### config.mk
export PLATFORM = sky130hd
export DESIGN_NAME = calc_req_scheduler
export DESIGN_NICKNAME = d
export VERILOG_FILES = /design/src/rtl/calc_req_scheduler.sv
export SDC_FILE = /design/constraint.sdc
export NUM_CORES = 1
export LEC_CHECK = 0
export BUFFER_PORTS_ARGS = -buffer_cell sky130_fd_sc_hd__buf_2
export CORE_ASPECT_RATIO = 1.2
export CORE_MARGIN = 1
export CORE_UTILIZATION = 35
export CTS_BUF_LIST = sky130_fd_sc_hd__clkbuf_8
export DETAILED_ROUTE_END_ITERATION = 8
export SLEW_MARGIN = 10
export SYNTH_ARGS = -nofsm -noshare
export SYNTH_HDL_FRONTEND = slang
export SYNTH_SLANG_ARGS = --single-unit
### constraint.sdc
create_clock -name c_clk -period 5.2 [get_ports c_clk]
set_clock_uncertainty 0.2 [all_clocks]
set_input_delay 0.52 -clock c_clk [delete_from_list [all_inputs] [get_ports c_clk]]
set_output_delay 0.52 -clock c_clk [all_outputs]
set_load 0.02 [all_outputs]
### src/rtl/calc_req_scheduler.sv
// calc_req_scheduler: four requesters share one calc1-style ALU port.
// Each requester delivers a two-beat request (cmd+op1, then op2). Requests are
// arbitrated onto the single downstream port one at a time. The ALU response,
// or a timeout, is routed back to the originating requester as a one-cycle pulse.
// Build option: define FIXED_PRIO_EN for fixed priority (port 1 highest).
// Without it, arbitration is round-robin.
module calc_req_scheduler #(
  parameter int TIMEOUT_CYC = 64,
  parameter int CNT_W       = 7
) (
  input  logic        c_clk,
  input  logic        reset,
  input  logic [3:0]  req1_cmd_in,
  input  logic [31:0] req1_data_in,
  input  logic [3:0]  req2_cmd_in,
  input  logic [31:0] req2_data_in,
  input  logic [3:0]  req3_cmd_in,
  input  logic [31:0] req3_data_in,
  input  logic [3:0]  req4_cmd_in,
  input  logic [31:0] req4_data_in,
  output logic [1:0]  out_resp1,
  output logic [31:0] out_data1,
  output logic [1:0]  out_resp2,
  output logic [31:0] out_data2,
  output logic [1:0]  out_resp3,
  output logic [31:0] out_data3,
  output logic [1:0]  out_resp4,
  output logic [31:0] out_data4,
  output logic [3:0]  alu_cmd_out,
  output logic [31:0] alu_data_out,
  input  logic [1:0]  alu_resp_in,
  input  logic [31:0] alu_data_in
);

  typedef enum logic [1:0] {P_IDLE, P_GOT1, P_PEND} port_st_t;
  typedef enum logic [2:0] {S_IDLE, S_ARB, S_BEAT1, S_BEAT2, S_WAIT, S_DONE} fsm_t;

  localparam logic [1:0] RESP_OK  = 2'd1;
  localparam logic [1:0] RESP_ERR = 2'd2;
  localparam logic [1:0] RESP_TMO = 2'd3;

  // Per-port views of the flat port list
  logic [3:0]  cmd_in  [4];
  logic [31:0] data_in [4];
  logic [1:0]  resp_o  [4];
  logic [31:0] data_o  [4];

  assign cmd_in[0]  = req1_cmd_in;
  assign cmd_in[1]  = req2_cmd_in;
  assign cmd_in[2]  = req3_cmd_in;
  assign cmd_in[3]  = req4_cmd_in;
  assign data_in[0] = req1_data_in;
  assign data_in[1] = req2_data_in;
  assign data_in[2] = req3_data_in;
  assign data_in[3] = req4_data_in;
  assign out_resp1  = resp_o[0];
  assign out_resp2  = resp_o[1];
  assign out_resp3  = resp_o[2];
  assign out_resp4  = resp_o[3];
  assign out_data1  = data_o[0];
  assign out_data2  = data_o[1];
  assign out_data3  = data_o[2];
  assign out_data4  = data_o[3];

  port_st_t    pst  [4];
  logic [3:0]  pcmd [4];
  logic [31:0] pop1 [4];
  logic [31:0] pop2 [4];
  logic [3:0]  rej;        // reject pulse owed to each port
  logic [3:0]  pend;
  logic [3:0]  done_hit;   // port whose real response is on the outputs this cycle

  fsm_t             state, state_nx;
  logic [1:0]       grant, grant_nx;
  logic [CNT_W-1:0] cnt;
  logic [1:0]       res_resp;
  logic [31:0]      res_data;
  logic             timeout;
`ifndef FIXED_PRIO_EN
  logic [1:0]       last_grant;
  logic [1:0]       idx;
`endif

  assign timeout = (cnt == CNT_W'(TIMEOUT_CYC - 1));

  // Decode pending ports and the port currently receiving its response
  always_comb begin
    // NOTE: every always_comb output gets a default first so no path leaves it unassigned (no latch).
    pend     = '0;
    done_hit = '0;
    for (int i = 0; i < 4; i++) begin
      pend[i]     = (pst[i] == P_PEND);
      done_hit[i] = (state == S_DONE) && (grant == 2'(i));
    end
  end

  // Per-port capture state machine and reject bookkeeping
  always_ff @(posedge c_clk or negedge reset) begin
    // NOTE: sequential state uses non-blocking assignments so all registers update together at the edge.
    if (!reset) begin
      for (int i = 0; i < 4; i++) pst[i] <= P_IDLE;
      rej <= '0;
    end else begin
      for (int i = 0; i < 4; i++) begin
        // An owed reject is held back while the real response occupies the port.
        if (rej[i] && !done_hit[i]) rej[i] <= 1'b0;
        case (pst[i])
          P_IDLE: if (cmd_in[i] != '0) pst[i] <= P_GOT1;
          P_GOT1: pst[i] <= P_PEND;
          P_PEND: begin
            if (cmd_in[i] != '0) rej[i] <= 1'b1;
            if (done_hit[i]) pst[i] <= P_IDLE;
          end
          default: pst[i] <= P_IDLE;
        endcase
      end
    end
  end

  // Request payload capture
  always_ff @(posedge c_clk) begin
    // NOTE: payload storage has no reset; it is only read while the port state marks it valid.
    for (int i = 0; i < 4; i++) begin
      if (pst[i] == P_IDLE && cmd_in[i] != '0) begin
        pcmd[i] <= cmd_in[i];
        pop1[i] <= data_in[i];
      end else if (pst[i] == P_GOT1) begin
        pop2[i] <= data_in[i];
      end
    end
  end

  // Grant selection among pending ports
`ifdef FIXED_PRIO_EN
  always_comb begin
    grant_nx = grant;
    for (int k = 3; k >= 0; k--) begin
      if (pend[k]) grant_nx = 2'(k);
    end
  end
`else
  always_comb begin
    grant_nx = last_grant;
    idx      = last_grant;
    for (int k = 4; k >= 1; k--) begin
      idx = last_grant + 2'(k);
      if (pend[idx]) grant_nx = idx;
    end
  end
`endif

  // Scheduler state register, grant, timeout counter and captured response
  always_ff @(posedge c_clk or negedge reset) begin
    if (!reset) begin
      state      <= S_IDLE;
      grant      <= '0;
`ifndef FIXED_PRIO_EN
      last_grant <= 2'd3;
`endif
      cnt        <= '0;
      res_resp   <= '0;
      res_data   <= '0;
    end else begin
      state <= state_nx;
      case (state)
        S_ARB: begin
          grant      <= grant_nx;
`ifndef FIXED_PRIO_EN
          last_grant <= grant_nx;
`endif
        end
        S_WAIT: begin
          if (alu_resp_in != '0) begin
            res_resp <= alu_resp_in;
            res_data <= (alu_resp_in == RESP_OK) ? alu_data_in : '0;
          end else if (timeout) begin
            res_resp <= RESP_TMO;
            res_data <= '0;
          end else begin
            cnt <= cnt + CNT_W'(1);
          end
        end
        S_DONE:  cnt <= '0;
        default: ;
      endcase
    end
  end

  // Scheduler next state and downstream beats
  always_comb begin
    state_nx     = state;
    alu_cmd_out  = '0;
    alu_data_out = '0;
    case (state)
      S_IDLE:  if (|pend) state_nx = S_ARB;
      S_ARB:   state_nx = (|pend) ? S_BEAT1 : S_IDLE;
      S_BEAT1: begin
        alu_cmd_out  = pcmd[grant];
        alu_data_out = pop1[grant];
        state_nx     = S_BEAT2;
      end
      S_BEAT2: begin
        alu_data_out = pop2[grant];
        state_nx     = S_WAIT;
      end
      S_WAIT:  if (alu_resp_in != '0 || timeout) state_nx = S_DONE;
      S_DONE:  state_nx = S_IDLE;
      default: state_nx = S_IDLE;
    endcase
  end

  // Response pulses back to requesters; real response outranks an owed reject
  always_comb begin
    for (int i = 0; i < 4; i++) begin
      resp_o[i] = '0;
      data_o[i] = '0;
      if (done_hit[i]) begin
        resp_o[i] = res_resp;
        data_o[i] = res_data;
      end else if (rej[i]) begin
        resp_o[i] = RESP_ERR;
      end
    end
  end

endmodule
## Word level (Yosys, flattened, before mapping)

Memory sizes are Yosys's and may differ from the RTL's.
Index checks and enable logic that the tools add are counted.
W data, S select, Z words.

- Add/subtract/negate cells: 4
- $lt $le $gt $ge: 3
- Eq/ne operators: 30
- Multiplexer cells: 79
- Reduce and logical (&&, ||, !) cells: 38

Operators by type and width:

| operator | number |
|---|---|
| $mux W32 | 7 |
| $pmux W32 S2 | 1 |
| $mux W2 | 22 |
| $mux W1 | 35 |
| $pmux W2 S3 | 4 |
| $reduce_bool A4 Y1 | 4 |
| $pmux W3 S5 | 1 |
| $mux W7 | 2 |
| $ne A2 B2 Y1 const B | 7 |
| $pmux W7 S2 | 1 |
| $eq A2 B1 Y1 const B | 6 |
| $eq A2 B2 Y1 const B | 6 |
| $logic_and A1 B1 Y1 | 12 |
| $reduce_and A2 Y1 | 6 |
| $logic_not A2 Y1 | 5 |
| $ne A2 B1 Y1 const B | 5 |
| $lt A2 B3 Y1 const B | 3 |
| $add A7 B1 Y7 const B | 1 |
| $eq A7 B6 Y1 const B | 1 |
| $bmux W1 S2 | 3 |
| $eq A3 B2 Y1 const B | 2 |
| $eq A3 B3 Y1 const B | 2 |
| $mux W3 | 2 |
| $reduce_bool A2 Y1 | 3 |
| other kinds (9) | 13 |

- Register bits after elaboration: 60
- Memory bits (writable): 272
- Input port bits: 180
- Output and inout port bits: 172
- Logic and storage cells: 168
- Memories kept: 3

Memories:

| memory | depth | bits a word | read ports | clocked after memory_dff | write ports | RTL line | source |
|---|---|---|---|---|---|---|---|
| pop1 | 4 | 32 | 1 | 0 | 4 | 67 | `logic [31:0] pop1 [4];` |
| pop2 | 4 | 32 | 1 | 0 | 4 | 68 | `logic [31:0] pop2 [4];` |
| pcmd | 4 | 4 | 1 | 0 | 4 | 66 | `logic [3:0] pcmd [4];` |

## Logic depth before layout (Yosys ltp)

- Depth after elaboration: 7
- Gate-level depth with buffers: 6
- Depth with buffers taken out: 5

## Worst setup path before layout

OpenSTA, ideal clock, no wires.

- Path kind: input-to-reg
- Start: in req3_cmd_in[1]
- End: mem pcmd[2][0] (enable)
- Setup time: 474 ps
- Arrival: 3,050 ps
- Required time: 4,526 ps
- Path slack: 1,475 ps
- Stages: 2
- Path buffers: 0
- Path through: nor4_1 > nor3_1

RTL lines:

| item | RTL line | source |
|---|---|---|
| from (decl) | 17 | `input logic [3:0] req3_cmd_in,` |
| to (decl) | 66 |  |

## Final worst setup path

- Start: reg grant[0]
- End: out alu_data_out[5]

- Word-level cells in the longest chain between the ends: 2
- Elaborated cells between the ends (all ways): 3
- Those cells by class: mux (1); memory (2)

RTL lines:

| item | RTL line | source |
|---|---|---|
| from (decl) | 74 | `logic [1:0] grant, grant_nx;` |
| from (signal assigned) | 167 | `grant <= grant_nx;` |
| $mem_v2 Z4 W32, on equally long branches | n/a |  |
| $pmux W32 S2 (*) | 194 | `case (state)` |
| to (decl) | 30 | `output logic [31:0] alu_data_out,` |

Every way passes the cells marked *; elsewhere a longest branch is shown, timed or not.

==> out/metrics.yaml <==
status:
  outcome: "completed"
setup_path:
  path_class: "flop to output pin"
  crit_chain: "buf_4 -> mux4_2 -> mux2i_1 -> nor2_1 -> buf_2"
  critical_path_buf_inv_count: 2
  cp-end-kind: "output pin"
  critPathSlowestCell: "dfrtp_4"
  path_depth: 5
  worst-path-max-fanout: 46
  cp.required_ns: 4.48
  arrival_ns: 3.37
  crit_family: "flip-flops"
  worstSetupStartpointType: "flop"
  slowest_delay_ns: 1.06
  worst-r2r-cell-count: 4
sta:
  hold_viol_final: 0
  setup_violations: 0
  finalMaxSlewViolations: 0
  fmax_ghz: 0.2446
  tightestPinTransition_ns: 1.235
  grt_setup_unrepaired: "no"
  period_needed_ns: 4.088
  setup_tns_ns: 0
  slew_headroom_pct: 17.44
  period_share_pct: 78.61
clock_tree:
  cts_buffer_depth: 3
  clk_pin_slew_ns: 0.06
  cts_sinks: 332
  insertion_delay_ns: 0.58
  cts_tree: "done"
  root_buffer: "clkbuf_8"
  cts_htree_levels: 2
  cts_made_buffers: 53
pwr:
  pwr_density_cell_nw_per_um2: 511.1
  p_switching_mw: 3.286
  p_int_mw: 6.463
  clockPowerShare_pct: 22.2
  irDropWorstVdd_v: 0.0003017
  power_mw: 9.749
  leakagePower_nw: 7.919
  combPwrFrac_pct: 31.4
  sw_frac_of_total_pct: 33.71
  power_frac_seq_pct: 46.4
synth:
  synth-seq-area-share_pct: 69.79
  ys_warn_count: 0
  synth_top_area_share_pct: 58.94
  synthArstFlopShare_pct: 18.07
  synth_flop_cell: "edfxtp_1"
  ys_seq_elements: 332
  synth_area_um2: 13860
  synthTopCellsByArea: "edfxtp_1 59%, mux4_2 11%, dfrtp_1 10%, and2_1 6.0%, mux2i_1 2.5%"
  synthCells: 806
  syn_area_per_cell_um2: 17.19
  synth_edf_count: 272
  syn_nets: 987
  synth.distinct_cells: 58
  yosys.area.top_type: "edfxtp_1"
die:
  core_um2: 38940
  die_y_um: 220.0
  start_util_pct: 35.58
  fp.dieArea_um2: 40400
  fp.dieW_um: 183.6
  row_count: 79
  io_pins: 352
cells_and_area:
  design_area_um2: 19070
  layout_common_cells: "351 x buf_2, 272 x edfxtp_1, 178 x dlygate4sd3_1"
  area_growth_pct: 37.64
  fillerInstances: 3418
  final_net_count: 1541
  drive_gt1_share_pct: 38.06
  final_common_cell: "buf_2"
  finalNonFillerCells: 1932
  fin_util_pct: 48.98
drt:
  via_per_inst: 4.825
  dr.pass1.iters: 4
  drt-total-wl_um: 37760
  drt_iter0_drc: 426
  ant_nets: 0
  drt-wirelength-per-cell_um: 19.55
  drc: 0
  vias: 9322
placement:
  portBuffers: 351
  dp.cells: 1653
  placed_cell_area_um2: 16250
  place_congestion: 0.7577
  hpwlAfterDp_um: 23150
hold_path:
  hold_path_class: "input port to flop"
  whs_path_depth: 3
grt:
  grt_first_pass_wirelength_um: 55060
  grt.total_usage_pct: 18.54
  grt_max_degree: 61
  grt_pass1_vias: 9617
  antenna_found_initial: 6
  grt_overflow_total: 0
run:
  drv_cap: 0
-- flip-flops by register name, summed over array words and instances (netlist names), 3 cells and up --
register  flops
pop1        128
pop2        128
rej           4
cnt           7
pcmd         16
state         3
pst           8
res_data     32
-- cells by family (layout without fill, tap and decap cells) --
kind of cell | Yosys count | after routing | synth area share (%)
flip-flops | 332 | 332 | 69.79
AND/OR/NAND/NOR | 236 | 236 | 10.10
multiplexers | 106 | 106 | 13.83
AO/OA/AOI/OAI | 78 | 78 | 4.415
buffers and inverters | 53 | 650 | 1.770
adder cells (fa/ha/maj) | 1 | 1 | 0.09027
other | 0 | 3 | 0
-- power groups by stage --
stage                     registers (mW)  clock network, mW  logic (mW)
final                               4.53               2.16        3.06
after global routing                4.63               2.34        3.31
after CTS                           4.54               2.24        3.13
after detailed placement            4.58                  0        3.01
after global placement              4.56                  0        2.98
after floorplan                     4.26                  0        2.20
-- stage by stage --
step,setup slack [ns],hold WS (ns)
5_1_grt,0.7770,0.09474
4_1_cts,1.010,0.07086
6_report,1.112,0.1319
3_5_place_dp,1.678,0.2724
3_3_place_gp,1.702,0.2655
2_1_floorplan,1.475,0.02441
-- per-layer routing --
metal | up-vias | GRT usage, % | wire, um
li1 | 4251 | - | -
met1 | 4594 | 20.37 | 14460
met2 | 383 | 34.15 | 19510
met3 | 88 | 3.933 | 2389
met4 | 6 | 8.222 | 1359
met5 | - | 0 | 37
-- cell usage after synthesis (3+ instances only) --
library cell / count
edfxtp_1: 272
and2_1: 132
mux4_2: 68
dfrtp_1: 58
nor2_1: 39
mux2i_1: 34
a22o_1: 32
buf_2: 28
clkbuf_1: 11
nand2_1: 10
nor3_1: 10
o21ai_0: 9
nor2b_1: 7
a21oi_1: 6
buf_1: 6
o21bai_1: 6
inv_1: 5
nand2b_1: 5
nor3b_1: 5
a31oi_1: 4
nand3_1: 4
nor4_1: 4
mux2_1: 3
o2bb2ai_1: 3
or3_1: 3
-- worst min-delay path, stage by stage --
cell and delay, ns:
buf_2 0.13, inv_1 0.13, a31oi_1 0.09
-- layout make-up --
type	count	area, um2	share of cell area, %
Antenna cell	3	7.507	0.03936
Clock buffer	56	770.7	4.041
Tap cell	526	658.1	3.450
Clock inverter	42	269.0	1.410
Multi-Input combinational cell	421	4001	20.98
Sequential cell	332	9679	50.74
Inverter	6	22.52	0.1181
Timing Repair Buffer	546	3666	19.22
-- worst paths after layout --
| kind | slack, ns | startpoint | end |
|---|---|---|---|
| worst max-delay path | 1.11 | grant[0]$_DFFE_PN0N_ | alu_data_out[5] |
| worst min-delay path | 0.13 | alu_resp_in[0] | res_resp[0]$_DFFE_PN0P_ |
| worst max register to register | 2.42 | state[1]$_DFFE_PN0P_ | res_data[10]$_DFFE_PN0P_ |
| worst min register to register | 0.28 | rej[3]$_DFF_PN0_ | rej[3]$_DFF_PN0_ |
| max in group asynchronous | 3.78 | reset | grant[1]$_DFFE_PN0N_ |
| min in group asynchronous | 0.42 | reset | res_data[10]$_DFFE_PN0P_ |
-- repair_timing --
item / 4_1_cts / 5_1_grt
hold buffers: 178 / 0
resized for setup: 0 / 0
setup buffers: 0 / 0
hold endpoints to repair: 363 / 0
endpoints found under the setup margin: 0 / 0
Note: power is estimated with default switching activity, not from simulation.
